[config.mk]
export PLATFORM = sky130hd
export DESIGN_NAME = branch_resolve_bht_flat
export DESIGN_NICKNAME = d
export VERILOG_FILES = /design/src/rtl/cpu_pkg.sv /design/src/rtl/branch_resolve_bht_if.sv /design/src/rtl/branch_resolve_bht_cmp.sv /design/src/rtl/branch_resolve_bht.sv /design/src/flat_wrapper.sv
export SDC_FILE = /design/constraint.sdc
export NUM_CORES = 1
export LEC_CHECK = 0
export ABC_CLOCK_PERIOD_IN_PS = 7600
export BUFFER_PORTS_ARGS = -buffer_cell sky130_fd_sc_hd__clkbuf_2
export CORE_ASPECT_RATIO = 1.25
export CORE_MARGIN = 2
export CORE_UTILIZATION = 45
export CTS_BUF_LIST = sky130_fd_sc_hd__clkbuf_8
export DETAILED_ROUTE_END_ITERATION = 8
export PLACE_DENSITY = 0.67
export SYNTH_ARGS = -nofsm -noshare
export SYNTH_HDL_FRONTEND = slang
export SYNTH_SLANG_ARGS = --single-unit
[constraint.sdc]
create_clock -name clk -period 7.6 [get_ports clk]
set_input_delay 0.76 -clock clk [delete_from_list [all_inputs] [get_ports clk]]
set_output_delay 0.76 -clock clk [all_outputs]
set_load 0.1 [all_outputs]
[src/rtl/cpu_pkg.sv]
// rtl/cpu_pkg.sv - shared branch compare codes and prediction-counter helpers
// Purpose: compare-op encoding for the branch unit, the counter reset value and
//          the 2-bit saturating counter step function.
// Ports:   none (package)
package cpu_pkg;

  typedef enum logic [2:0] {
    CMP_BEQ  = 3'd0,
    CMP_BNE  = 3'd1,
    CMP_BLEZ = 3'd2,
    CMP_BGTZ = 3'd3,
    CMP_BLTZ = 3'd4,
    CMP_BGEZ = 3'd5,
    CMP_RSV6 = 3'd6,
    CMP_RSV7 = 3'd7
  } cmp_op_e;

  // Weak not-taken: one taken outcome flips the prediction.
  localparam logic [1:0] CTR_INIT = 2'b01;

  function automatic logic [1:0] ctr_step(input logic [1:0] c, input logic taken);
    if (taken) begin
      return (c == 2'b11) ? c : c + 2'b01;
    end else begin
      return (c == 2'b00) ? c : c - 2'b01;
    end
  endfunction

endpackage

[src/rtl/branch_resolve_bht_if.sv]
// rtl/branch_resolve_bht_if.sv - lookup/resolve/result bundle of the branch unit
// Purpose: groups the IF lookup, the ID resolve request and the registered result.
// Ports:   master = pipeline side (drives lookup pc, request, stall, flush)
//          slave  = branch unit (drives lk_taken, res_*, miss_count)
interface branch_resolve_bht_if #(
  parameter int WIDTH  = 32,
  parameter int PC_W   = 32,
  parameter int MISS_W = 16
);
  logic [PC_W-1:0]   lk_pc;
  logic              lk_taken;
  logic              req_valid;
  logic [PC_W-1:0]   req_pc;
  logic [WIDTH-1:0]  req_a;
  logic [WIDTH-1:0]  req_b;
  logic [2:0]        req_cmp_op;
  logic              req_pred;
  logic              stall;
  logic              flush;
  logic              res_valid;
  logic              res_taken;
  logic              res_mispredict;
  logic [MISS_W-1:0] miss_count;

  modport master (
    output lk_pc, req_valid, req_pc, req_a, req_b, req_cmp_op, req_pred, stall, flush,
    input  lk_taken, res_valid, res_taken, res_mispredict, miss_count
  );

  modport slave (
    input  lk_pc, req_valid, req_pc, req_a, req_b, req_cmp_op, req_pred, stall, flush,
    output lk_taken, res_valid, res_taken, res_mispredict, miss_count
  );
endinterface

[src/rtl/branch_resolve_bht_cmp.sv]
// rtl/branch_resolve_bht_cmp.sv - combinational branch condition evaluator
// Purpose: evaluates the six branch conditions; reserved codes are not taken.
// Ports:   a, b (WIDTH operands), op (compare code) -> taken
module branch_cmp
  import cpu_pkg::*;
#(
  parameter int WIDTH = 32
) (
  input  logic [WIDTH-1:0] a,
  input  logic [WIDTH-1:0] b,
  input  logic [2:0]       op,
  output logic             taken
);
  logic a_neg;
  logic a_zero;

  // Signed tests against zero reduce to the sign bit and a zero detect,
  // which avoids mixing signed and unsigned operands in a relational compare.
  assign a_neg  = a[WIDTH-1];
  assign a_zero = ~|a;

  always_comb begin
    taken = 1'b0;
    case (cmp_op_e'(op))
      CMP_BEQ:  taken = (a == b);
      CMP_BNE:  taken = (a != b);
      CMP_BLEZ: taken = a_neg | a_zero;
      CMP_BGTZ: taken = ~a_neg & ~a_zero;
      CMP_BLTZ: taken = a_neg;
      CMP_BGEZ: taken = ~a_neg;
      default:  taken = 1'b0;
    endcase
  end
endmodule

[src/rtl/branch_resolve_bht.sv]
// rtl/branch_resolve_bht.sv - branch resolution with 2-bit counter history table
// Purpose: resolves branches one cycle after acceptance, trains a table of
//          saturating counters indexed by pc[IDX_W+1:2] and counts mispredicts.
// Ports:   clk, rst_n (async active-low)
//          bus (slave): lk_pc -> lk_taken (combinational table read);
//          req_* / stall / flush in; res_valid, res_taken, res_mispredict,
//          miss_count out (registered).
module branch_resolve_bht
  import cpu_pkg::*;
#(
  parameter int WIDTH  = 32,
  parameter int PC_W   = 32,
  parameter int IDX_W  = 6,
  parameter int MISS_W = 16
) (
  input  logic                 clk,
  input  logic                 rst_n,
  branch_resolve_bht_if.slave  bus
);
  localparam int DEPTH = 1 << IDX_W;

  logic [1:0]        ctr [DEPTH];
  logic [IDX_W-1:0]  lk_idx;
  logic [IDX_W-1:0]  upd_idx;
  logic              cond;
  logic              accept;
  logic              res_valid_q;
  logic              res_taken_q;
  logic              res_mispredict_q;
  logic [MISS_W-1:0] miss_q;
  logic              unused_pc_bits;

  assign lk_idx  = bus.lk_pc[IDX_W+1:2];
  assign upd_idx = bus.req_pc[IDX_W+1:2];
  // Only the index slice of each pc matters; the rest is folded away here.
  assign unused_pc_bits = ^{bus.lk_pc, bus.req_pc};

  branch_cmp #(.WIDTH(WIDTH)) u_cmp (
    .a     (bus.req_a),
    .b     (bus.req_b),
    .op    (bus.req_cmp_op),
    .taken (cond)
  );

  // Flush dominates stall: a flushed request is never accepted.
  assign accept = bus.req_valid & ~bus.stall & ~bus.flush;

  // Read before the edge: a same-cycle update to this entry is not visible.
  assign bus.lk_taken = ctr[lk_idx][1];

  always_ff @(posedge clk or negedge rst_n) begin
    if (!rst_n) begin
      for (int i = 0; i < DEPTH; i++) begin
        ctr[i] <= CTR_INIT;
      end
    end else if (accept) begin
      ctr[upd_idx] <= ctr_step(ctr[upd_idx], cond);
    end
  end

  always_ff @(posedge clk or negedge rst_n) begin
    if (!rst_n) begin
      res_valid_q      <= 1'b0;
      res_taken_q      <= 1'b0;
      res_mispredict_q <= 1'b0;
      miss_q           <= '0;
    end else if (bus.flush) begin
      res_valid_q <= 1'b0;
    end else if (bus.stall) begin
      res_valid_q <= res_valid_q;
    end else if (bus.req_valid) begin
      res_valid_q      <= 1'b1;
      res_taken_q      <= cond;
      res_mispredict_q <= cond ^ bus.req_pred;
      if ((cond ^ bus.req_pred) && (miss_q != {MISS_W{1'b1}})) begin
        miss_q <= miss_q + 1'b1;
      end
    end else begin
      // Idle slot: result becomes invalid but the last outcome stays readable.
      res_valid_q <= 1'b0;
    end
  end

  assign bus.res_valid      = res_valid_q;
  assign bus.res_taken      = res_taken_q;
  assign bus.res_mispredict = res_mispredict_q;
  assign bus.miss_count     = miss_q;
endmodule

[src/flat_wrapper.sv]
// flat-port wrapper written by rule: the top's interface ports become plain ports
module branch_resolve_bht_flat import cpu_pkg::*;
#(
  parameter int WIDTH  = 32,
  parameter int PC_W   = 32,
  parameter int IDX_W  = 6,
  parameter int MISS_W = 16
)
  (clk, rst_n, bus_lk_pc, bus_req_valid, bus_req_pc, bus_req_a, bus_req_b, bus_req_cmp_op, bus_req_pred, bus_stall, bus_flush, bus_lk_taken, bus_res_valid, bus_res_taken, bus_res_mispredict, bus_miss_count);
  branch_resolve_bht_if #(.WIDTH(WIDTH), .PC_W(PC_W), .MISS_W(MISS_W)) bus_i ();
  input  logic clk;
  input  logic rst_n;
  input wire logic [$bits(bus_i.lk_pc)-1:0] bus_lk_pc;
  input wire logic [$bits(bus_i.req_valid)-1:0] bus_req_valid;
  input wire logic [$bits(bus_i.req_pc)-1:0] bus_req_pc;
  input wire logic [$bits(bus_i.req_a)-1:0] bus_req_a;
  input wire logic [$bits(bus_i.req_b)-1:0] bus_req_b;
  input wire logic [$bits(bus_i.req_cmp_op)-1:0] bus_req_cmp_op;
  input wire logic [$bits(bus_i.req_pred)-1:0] bus_req_pred;
  input wire logic [$bits(bus_i.stall)-1:0] bus_stall;
  input wire logic [$bits(bus_i.flush)-1:0] bus_flush;
  output wire logic [$bits(bus_i.lk_taken)-1:0] bus_lk_taken;
  output wire logic [$bits(bus_i.res_valid)-1:0] bus_res_valid;
  output wire logic [$bits(bus_i.res_taken)-1:0] bus_res_taken;
  output wire logic [$bits(bus_i.res_mispredict)-1:0] bus_res_mispredict;
  output wire logic [$bits(bus_i.miss_count)-1:0] bus_miss_count;
  assign bus_i.lk_pc = bus_lk_pc;
  assign bus_i.req_valid = bus_req_valid;
  assign bus_i.req_pc = bus_req_pc;
  assign bus_i.req_a = bus_req_a;
  assign bus_i.req_b = bus_req_b;
  assign bus_i.req_cmp_op = bus_req_cmp_op;
  assign bus_i.req_pred = bus_req_pred;
  assign bus_i.stall = bus_stall;
  assign bus_i.flush = bus_flush;
  assign bus_lk_taken = bus_i.lk_taken;
  assign bus_res_valid = bus_i.res_valid;
  assign bus_res_taken = bus_i.res_taken;
  assign bus_res_mispredict = bus_i.res_mispredict;
  assign bus_miss_count = bus_i.miss_count;
  branch_resolve_bht #(.WIDTH(WIDTH), .PC_W(PC_W), .IDX_W(IDX_W), .MISS_W(MISS_W)) u_core (.clk(clk), .rst_n(rst_n), .bus(bus_i));
endmodule
# After elaboration in Yosys (flattened, before gate mapping)
# Cells that the tools add are included.
# word_totals
ff_bits	147
output_inout_bits	20
word_cells	119
# op_classes
n_addsub	3
magnitude_cmp	3
eq_ne	10
n_mux	17
bitwise	10
n_reduce_logical	8
# op_table
operator	count
bitwise mux 128 bit	1
== test 32 bit	1
inequality test 32 bit	1
OR reduction 32 bit	1
binary-select mux 2 bit (select 6 bit)	2
2-to-1 mux 2 bit	9
adder 16 x 1 -> 16 bit (second input constant)	1
inequality test 16 bit (second input constant)	1
greater-or-equal comparator 7 bit (second input constant)	2
inverter 6 -> 7 bit	2
demux 2 bit (select 6 bit)	1
< comparator 7 x 1 -> 1 bit (second input constant)	1
== test 3 x 2 -> 1 bit (second input constant)	2
== test 3 bit (second input constant)	2
one-hot mux 1 bit (6 select lines)	1
AND reduction 4 bit	1
AND 1 bit	3
== test 3 x 1 -> 1 bit (second input constant)	1
zero test 3 bit	1
2-to-1 mux 1 bit	3
inverter 1 bit	3
AND reduction 3 bit	1
adder 2 x 1 -> 2 bit (second input constant)	1
== test 2 bit (second input constant)	1
other kinds (7)	8

# Depth between registers and ports, before layout
# depth
depth_word	9
ltp_mapped	11
depth_no_buf	7

# Hierarchy
# A second synthesis with hierarchy kept.
# unflattened
hier_cells	825
hier_area_um2	8204.1
# by_module_without_submodules
mod	n_inst	cells_per_inst	area_each_um2	seq_area_each_um2
branch_resolve_bht	1	758	7673.6	3758.6
branch_cmp	1	67	530.5	0.0

# Worst setup path after synthesis
# OpenSTA, ideal clock, no wires.
# synth_timing
kind	input to output
from	input bus_lk_pc[2]
to	output bus_lk_taken
arrival_ns	3.447
required_ns	6.840
slack_ns	3.393
cell_stages	5
cell_sequence	clkbuf_1 -> buf_1 -> mux4_2 -> mux4_2 -> mux4_2
# synth_via
elab_chain_cells	4
# synth_rtl
element	line	source
start, declared	flat_wrapper.sv:13	input wire logic [$bits(bus_i.lk_pc)-1:0] bus_lk_pc;
inverter 6 -> 7 bit (implied by the code)	branch_resolve_bht.sv:49	assign bus.lk_taken = ctr[lk_idx][1];
binary-select mux 2 bit (select 6 bit)	branch_resolve_bht.sv:49	
2-to-1 mux 2 bit (implied by the code) (2 in series)	branch_resolve_bht.sv:49	
end, declared	flat_wrapper.sv:22	output wire logic [$bits(bus_i.lk_taken)-1:0] bus_lk_taken;
# Every way passes these cells. The select of a mux whose other input is x is not followed.

# Final worst setup path
# layout_timing
from	input bus_req_pc[3]
to	register u_core.ctr[42] (netlist name)
# layout_via
elab_chain_cells	9
elab_cells_between_ends	18
classes_between	2 x add/sub; 2 x order compare; 1 x eq/ne; 10 x mux; 1 x bitwise; 2 x reduce/logical
# layout_rtl
element	line	source
start, declared	flat_wrapper.sv:15	input wire logic [$bits(bus_i.req_pc)-1:0] bus_req_pc;
inverter 6 -> 7 bit (implied by the code) (*)	branch_resolve_bht.sv:57	ctr[upd_idx] <= ctr_step(ctr[upd_idx], cond);
binary-select mux 2 bit (select 6 bit)	branch_resolve_bht.sv:57	
2-to-1 mux 2 bit (implied by the code) (2 in series)	branch_resolve_bht.sv:57	
subtractor 2 x 1 -> 2 bit (tied with other cells)	cpu_pkg.sv:25	return (c == 2'b00) ? c : c - 2'b01;
2-to-1 mux 2 bit, on equally long branches	cpu_pkg.sv:25, cpu_pkg.sv:23	
2-to-1 mux 2 bit	cpu_pkg.sv:22	if (taken) begin
2-to-1 mux 2 bit	branch_resolve_bht.sv:56	end else if (accept) begin
bitwise mux 128 bit (*)	branch_resolve_bht.sv:57	
end signal, assigned by index	branch_resolve_bht.sv:57	
end, declared	branch_resolve_bht.sv:22	logic [1:0] ctr [DEPTH];
# Every way passes the cells marked *; elsewhere a longest branch is shown, timed or not. The select of a mux whose other input is x is not followed.
# A chain may end at the register's enable or synchronous reset.

==> impl_table.tex <==
\begin{tabular}{lr}
\hline
Metric & Value \\
\hline
\multicolumn{2}{l}{\textbf{Route}} \\
\quad DRC violation count after routing & 0 \\
\quad Antenna Violating Nets Remaining & 0 \\
\quad Number of violations reported at the end of detailed-routing iteration 0 & 541 \\
\quad Detailed-route via count & 6561 \\
\quad Post-DR vias/cell & 5.986 \\
\quad Total wirelength of the detailed-routed design & 22620 um \\
\quad WL per Instance & 20.64 um \\
\quad Count of TritonRoute iterations in the first routing pass & 4 \\
\multicolumn{2}{l}{\textbf{Floorplanning}} \\
\quad Num rows & 56 \\
\quad Num ports & 157 \\
\quad Starting density of the core & 45.77\% \\
\quad Area of the die & 0.02016 sq mm \\
\quad Core Region & 0.01871 sq mm \\
\quad Height of the die & 158.2 um \\
\quad Die boundary width & 127.4 um \\
\multicolumn{2}{l}{\textbf{Global routing}} \\
\quad Number of global-route vias before repair & 6553 \\
\quad Total global routing overflow & 0 \\
\quad Number of antenna violations at the first check in global routing & 0 \\
\quad Combined global-route utilization of all metal layers & 23.23\% \\
\quad Wire length of the first global-routing pass & 35960 um \\
\quad Maximum number of pins on one net before global-route repair & 81 \\
\multicolumn{2}{l}{\textbf{Pwr}} \\
\quad Worst IR Drop VDD & 0.3433 mV \\
\quad Pwr Density & 197.1 mW/mm\^{}2 \\
\quad Pwr Total & 1.896 mW \\
\quad LEAKAGE & 4.227 nW \\
\multicolumn{2}{l}{\textbf{Place}} \\
\quad Half-perimeter wire length of the detailed placement result & 15670 um \\
\quad Buffers added on ports & 104 \\
\quad Final weighted congestion of routability-driven global placement & 0.8860 \\
\multicolumn{2}{l}{\textbf{CTS}} \\
\quad Clock tree from TritonCTS & yes \\
\quad Largest buffer count on any clock path & 2 \\
\quad Hold buffer count at cts & 0 \\
\quad Clock transition at the register clock pins on the worst setup and hold paths after CTS & 80 ps \\
\quad Clk Latency, worst-skew pair & 470 ps \\
\quad Number of buffers created by CTS & 17 \\
\quad Clk Tree Root Cell & sky130\_fd\_sc\_hd\_\_clkbuf\_8 \\
\quad Number of clock sinks & 147 \\
\quad Post-cts repair resize count & 0 \\
\quad H-tree depth reported by CTS & 4 \\
\quad Post-CTS Setup Inserts & 0 \\
\multicolumn{2}{l}{\textbf{STA}} \\
\quad Clk\_skew & 13.77 ps \\
\quad Period utilization & 55.33\% \\
\quad Crit path time final & 4205 ps \\
\quad Final setup viols & 0 \\
\quad Final-report max-slew violation count & 0 \\
\quad Relative slew slack & 21.22\% \\
\quad Post-Route Setup TNS & 0 ps \\
\quad Achievable clock frequency & 237.8 MHz \\
\quad Transition at the pin with the smallest max-transition slack & 1182 ps \\
\quad Unrepaired setup endpoints after global routing & no \\
\quad Count of final hold-check violations & 0 \\
\multicolumn{2}{l}{\textbf{Setup path}} \\
\quad Cell with the largest stage delay on the worst path & sky130\_fd\_sc\_hd\_\_maj3\_2 \\
\quad Maximum fanout along the worst path & 64 \\
\quad WP data arrival & 4600 ps \\
\quad CP Capture Type & flip-flop \\
\quad CP peak stage delay & 760 ps \\
\quad Most frequent CP cell & sky130\_fd\_sc\_hd\_\_mux2\_2 \\
\quad Setup Crit Path Kind & in -> reg \\
\quad Critical path startpoint category & input pin \\
\quad Critical Path, Cell by Cell & clkbuf\_2, buf\_4, mux2\_2, a221o\_1, a22oi\_1, nor2\_1, or4\_1, maj3\_2, mux2\_2 \\
\quad Required time of the critical path & 7990 ps \\
\multicolumn{2}{l}{\textbf{Cells and area}} \\
\quad Fillers & 1716 \\
\quad Relative area change from synthesis to final layout & 12.30\% \\
\quad Multi-input gate area in the final layout & 0.004567 sq mm \\
\quad Layout cells sized above 1 & 40.16\% \\
\quad Combined flip-flop and latch cell area & 0.003759 sq mm \\
\quad Final-stage net count & 989 \\
\quad Diodes inserted & 0 \\
\multicolumn{2}{l}{\textbf{Status}} \\
\quad Outcome & finished, final reports clean \\
\multicolumn{2}{l}{\textbf{Yosys}} \\
\quad Total nets after synthesis & 902 \\
\quad Cell count after synthesis & 764 \\
\quad Cell area after synthesis & 0.008563 sq mm \\
\quad Share of flip-flops with an asynchronous set or reset & 100.0\% \\
\quad Mapped Avg Cell Area & 11.21 sq um \\
\quad Primary FF master, synth & sky130\_fd\_sc\_hd\_\_dfrtp\_1 \\
\quad Post-synth EDFFs & 0 \\
\quad Cell variety after synth & 54 \\
\quad Yosys warns & 0 \\
\quad Number of flip-flops and latches in the synthesized netlist & 147 \\
\quad Share of synthesized area occupied by flip-flops and latches & 43.89\% \\
\multicolumn{2}{l}{\textbf{Worst hold path}} \\
\quad Class of the worst hold path & in -> async \\
\multicolumn{2}{l}{\textbf{Job}} \\
\quad \# Max-Cap Violations & 0 \\
\hline
\end{tabular}
## cell type report
| type | instances | area share, % |
|---|---|---|
| Sequential cell | 147 | 39.08 |
| Multi-Input combinational cell | 572 | 47.49 |
| Inverter | 3 | 0.1171 |
| Timing Repair Buffer | 110 | 5.946 |
| Clock buffer | 18 | 2.576 |
| Clock inverter | 14 | 1.769 |
| Tap cell | 232 | 3.018 |
## flip-flops by register name, summed over array words and instances, names as in the netlist
register and count:
u_core.bus.miss_count 16, u_core.bus.res_mispredict 1, u_core.bus.res_taken 1, u_core.bus.res_valid 1, u_core.ctr 128
## per-stage QoR
step / util [%] / hold WS [ps] / cells / cell area (sq um) / worst slack (ps)
floorplan: - / 464.4 / 764 / 8563 / 3393
detailed placement: 49.17 / 478.0 / 1064 / 9199 / 2943
finish: 51.40 / 261.2 / 1096 / 9617 / 3395
global placement: 49.17 / 473.0 / 1064 / 9199 / 2938
CTS: 51.40 / 300.9 / 1096 / 9617 / 3425
global route: 51.40 / 313.0 / 1096 / 9617 / 3240
## synthesized netlist by cell type (4+ instances only)
library cell               number  area [sq um]
sky130_fd_sc_hd__nand3_1       16         80.08
sky130_fd_sc_hd__dfrtp_1       83          2077
sky130_fd_sc_hd__nor4_1        18         112.6
sky130_fd_sc_hd__mux2i_1       30         300.3
sky130_fd_sc_hd__and2_1         6         37.54
sky130_fd_sc_hd__nor4bb_1       4         40.04
sky130_fd_sc_hd__o211ai_1       4         30.03
sky130_fd_sc_hd__xnor2_1        4         35.03
sky130_fd_sc_hd__nor3_1        10         50.05
sky130_fd_sc_hd__a221o_1        4         40.04
sky130_fd_sc_hd__xor2_1        44         385.4
sky130_fd_sc_hd__mux4_2        35         788.3
sky130_fd_sc_hd__a221oi_1       5         43.79
sky130_fd_sc_hd__a21oi_1       42         210.2
sky130_fd_sc_hd__nor2b_1        7         43.79
sky130_fd_sc_hd__and3_1         4         25.02
sky130_fd_sc_hd__clkbuf_1      15         56.30
sky130_fd_sc_hd__nor2_1        98         367.9
sky130_fd_sc_hd__o21ai_0        4         20.02
sky130_fd_sc_hd__buf_1          4         15.01
sky130_fd_sc_hd__dfstp_2       64          1682
sky130_fd_sc_hd__a22oi_1        4         30.03
sky130_fd_sc_hd__a22o_1         7         61.31
sky130_fd_sc_hd__nand2_1       56         210.2
sky130_fd_sc_hd__nand4_1       20         125.1
sky130_fd_sc_hd__mux2_2       101          1137
sky130_fd_sc_hd__buf_6          7         78.83
sky130_fd_sc_hd__buf_2         14         70.07
sky130_fd_sc_hd__nand3b_1       8         60.06
## cells by family after synthesis
kind of cell,share of synthesized area [%]
mux,25.99
buf+inv,2.878
fa+ha+maj,0.5260
xor+xnor,4.909
flops,43.89
compound gates,6.736
simple gates,15.06
## power by group
group          total, mW  switching [mW]  leakage (nW)  internal (mW)
combinational      0.363           0.249          2.20          0.114
clock              0.659           0.299         0.230          0.359
sequential         0.874          0.0364          1.80          0.837
total               1.90           0.585          4.23           1.31
## path summary, 6_finish.rpt
path | from | endpoint | slack [ps] | cells past startpoint
min in group clk | bus_flush | u_core.bus.res_valid | 480 | 2
setup / recovery | bus_req_pc[3] | u_core.ctr[42] | 3390 | 9
hold reg to reg | u_core.bus.miss_count[6] | u_core.bus.miss_count[6] | 490 | 1
setup reg to reg | u_core.ctr[33] | u_core.ctr[42] | 4340 | 6
max in group asynchronous | rst_n | u_core.ctr[81] | 5910 | 2
hold / removal | rst_n | u_core.ctr[63] | 260 | 1
## critical path: cells and delay by family
family | cells | cell delay (ps)
fa+ha+maj | 1 | 760
mux | 2 | 860
compound gates | 2 | 550
simple gates | 2 | 540
buf+inv | 2 | 1080
## cells in the final DEF (no fill, tap or decap), types with 5 or more instances in the layout
cell	n
sky130_fd_sc_hd__a21oi_1	42
sky130_fd_sc_hd__a221oi_1	5
sky130_fd_sc_hd__a22o_1	7
sky130_fd_sc_hd__and2_1	6
sky130_fd_sc_hd__buf_4	6
sky130_fd_sc_hd__clkbuf_2	103
sky130_fd_sc_hd__clkbuf_8	18
sky130_fd_sc_hd__clkinv_2	6
sky130_fd_sc_hd__dfrtp_1	83
sky130_fd_sc_hd__dfstp_2	64
sky130_fd_sc_hd__inv_1	5
sky130_fd_sc_hd__mux2_2	101
sky130_fd_sc_hd__mux2i_1	30
sky130_fd_sc_hd__mux4_2	35
sky130_fd_sc_hd__nand2_1	56
sky130_fd_sc_hd__nand3_1	16
sky130_fd_sc_hd__nand3b_1	8
sky130_fd_sc_hd__nand4_1	20
sky130_fd_sc_hd__nor2_1	98
sky130_fd_sc_hd__nor2b_1	7
sky130_fd_sc_hd__nor3_1	10
sky130_fd_sc_hd__nor4_1	18
sky130_fd_sc_hd__xor2_1	44
## routing by layer
metal  wire [um]  global-route usage (%)
met1        9658                   30.00
met4         634                   8.582
met3        1207                   4.495
met2       11120                   38.96
met5           0                       0
No activity file was read; power rests on OpenSTA's default activity.
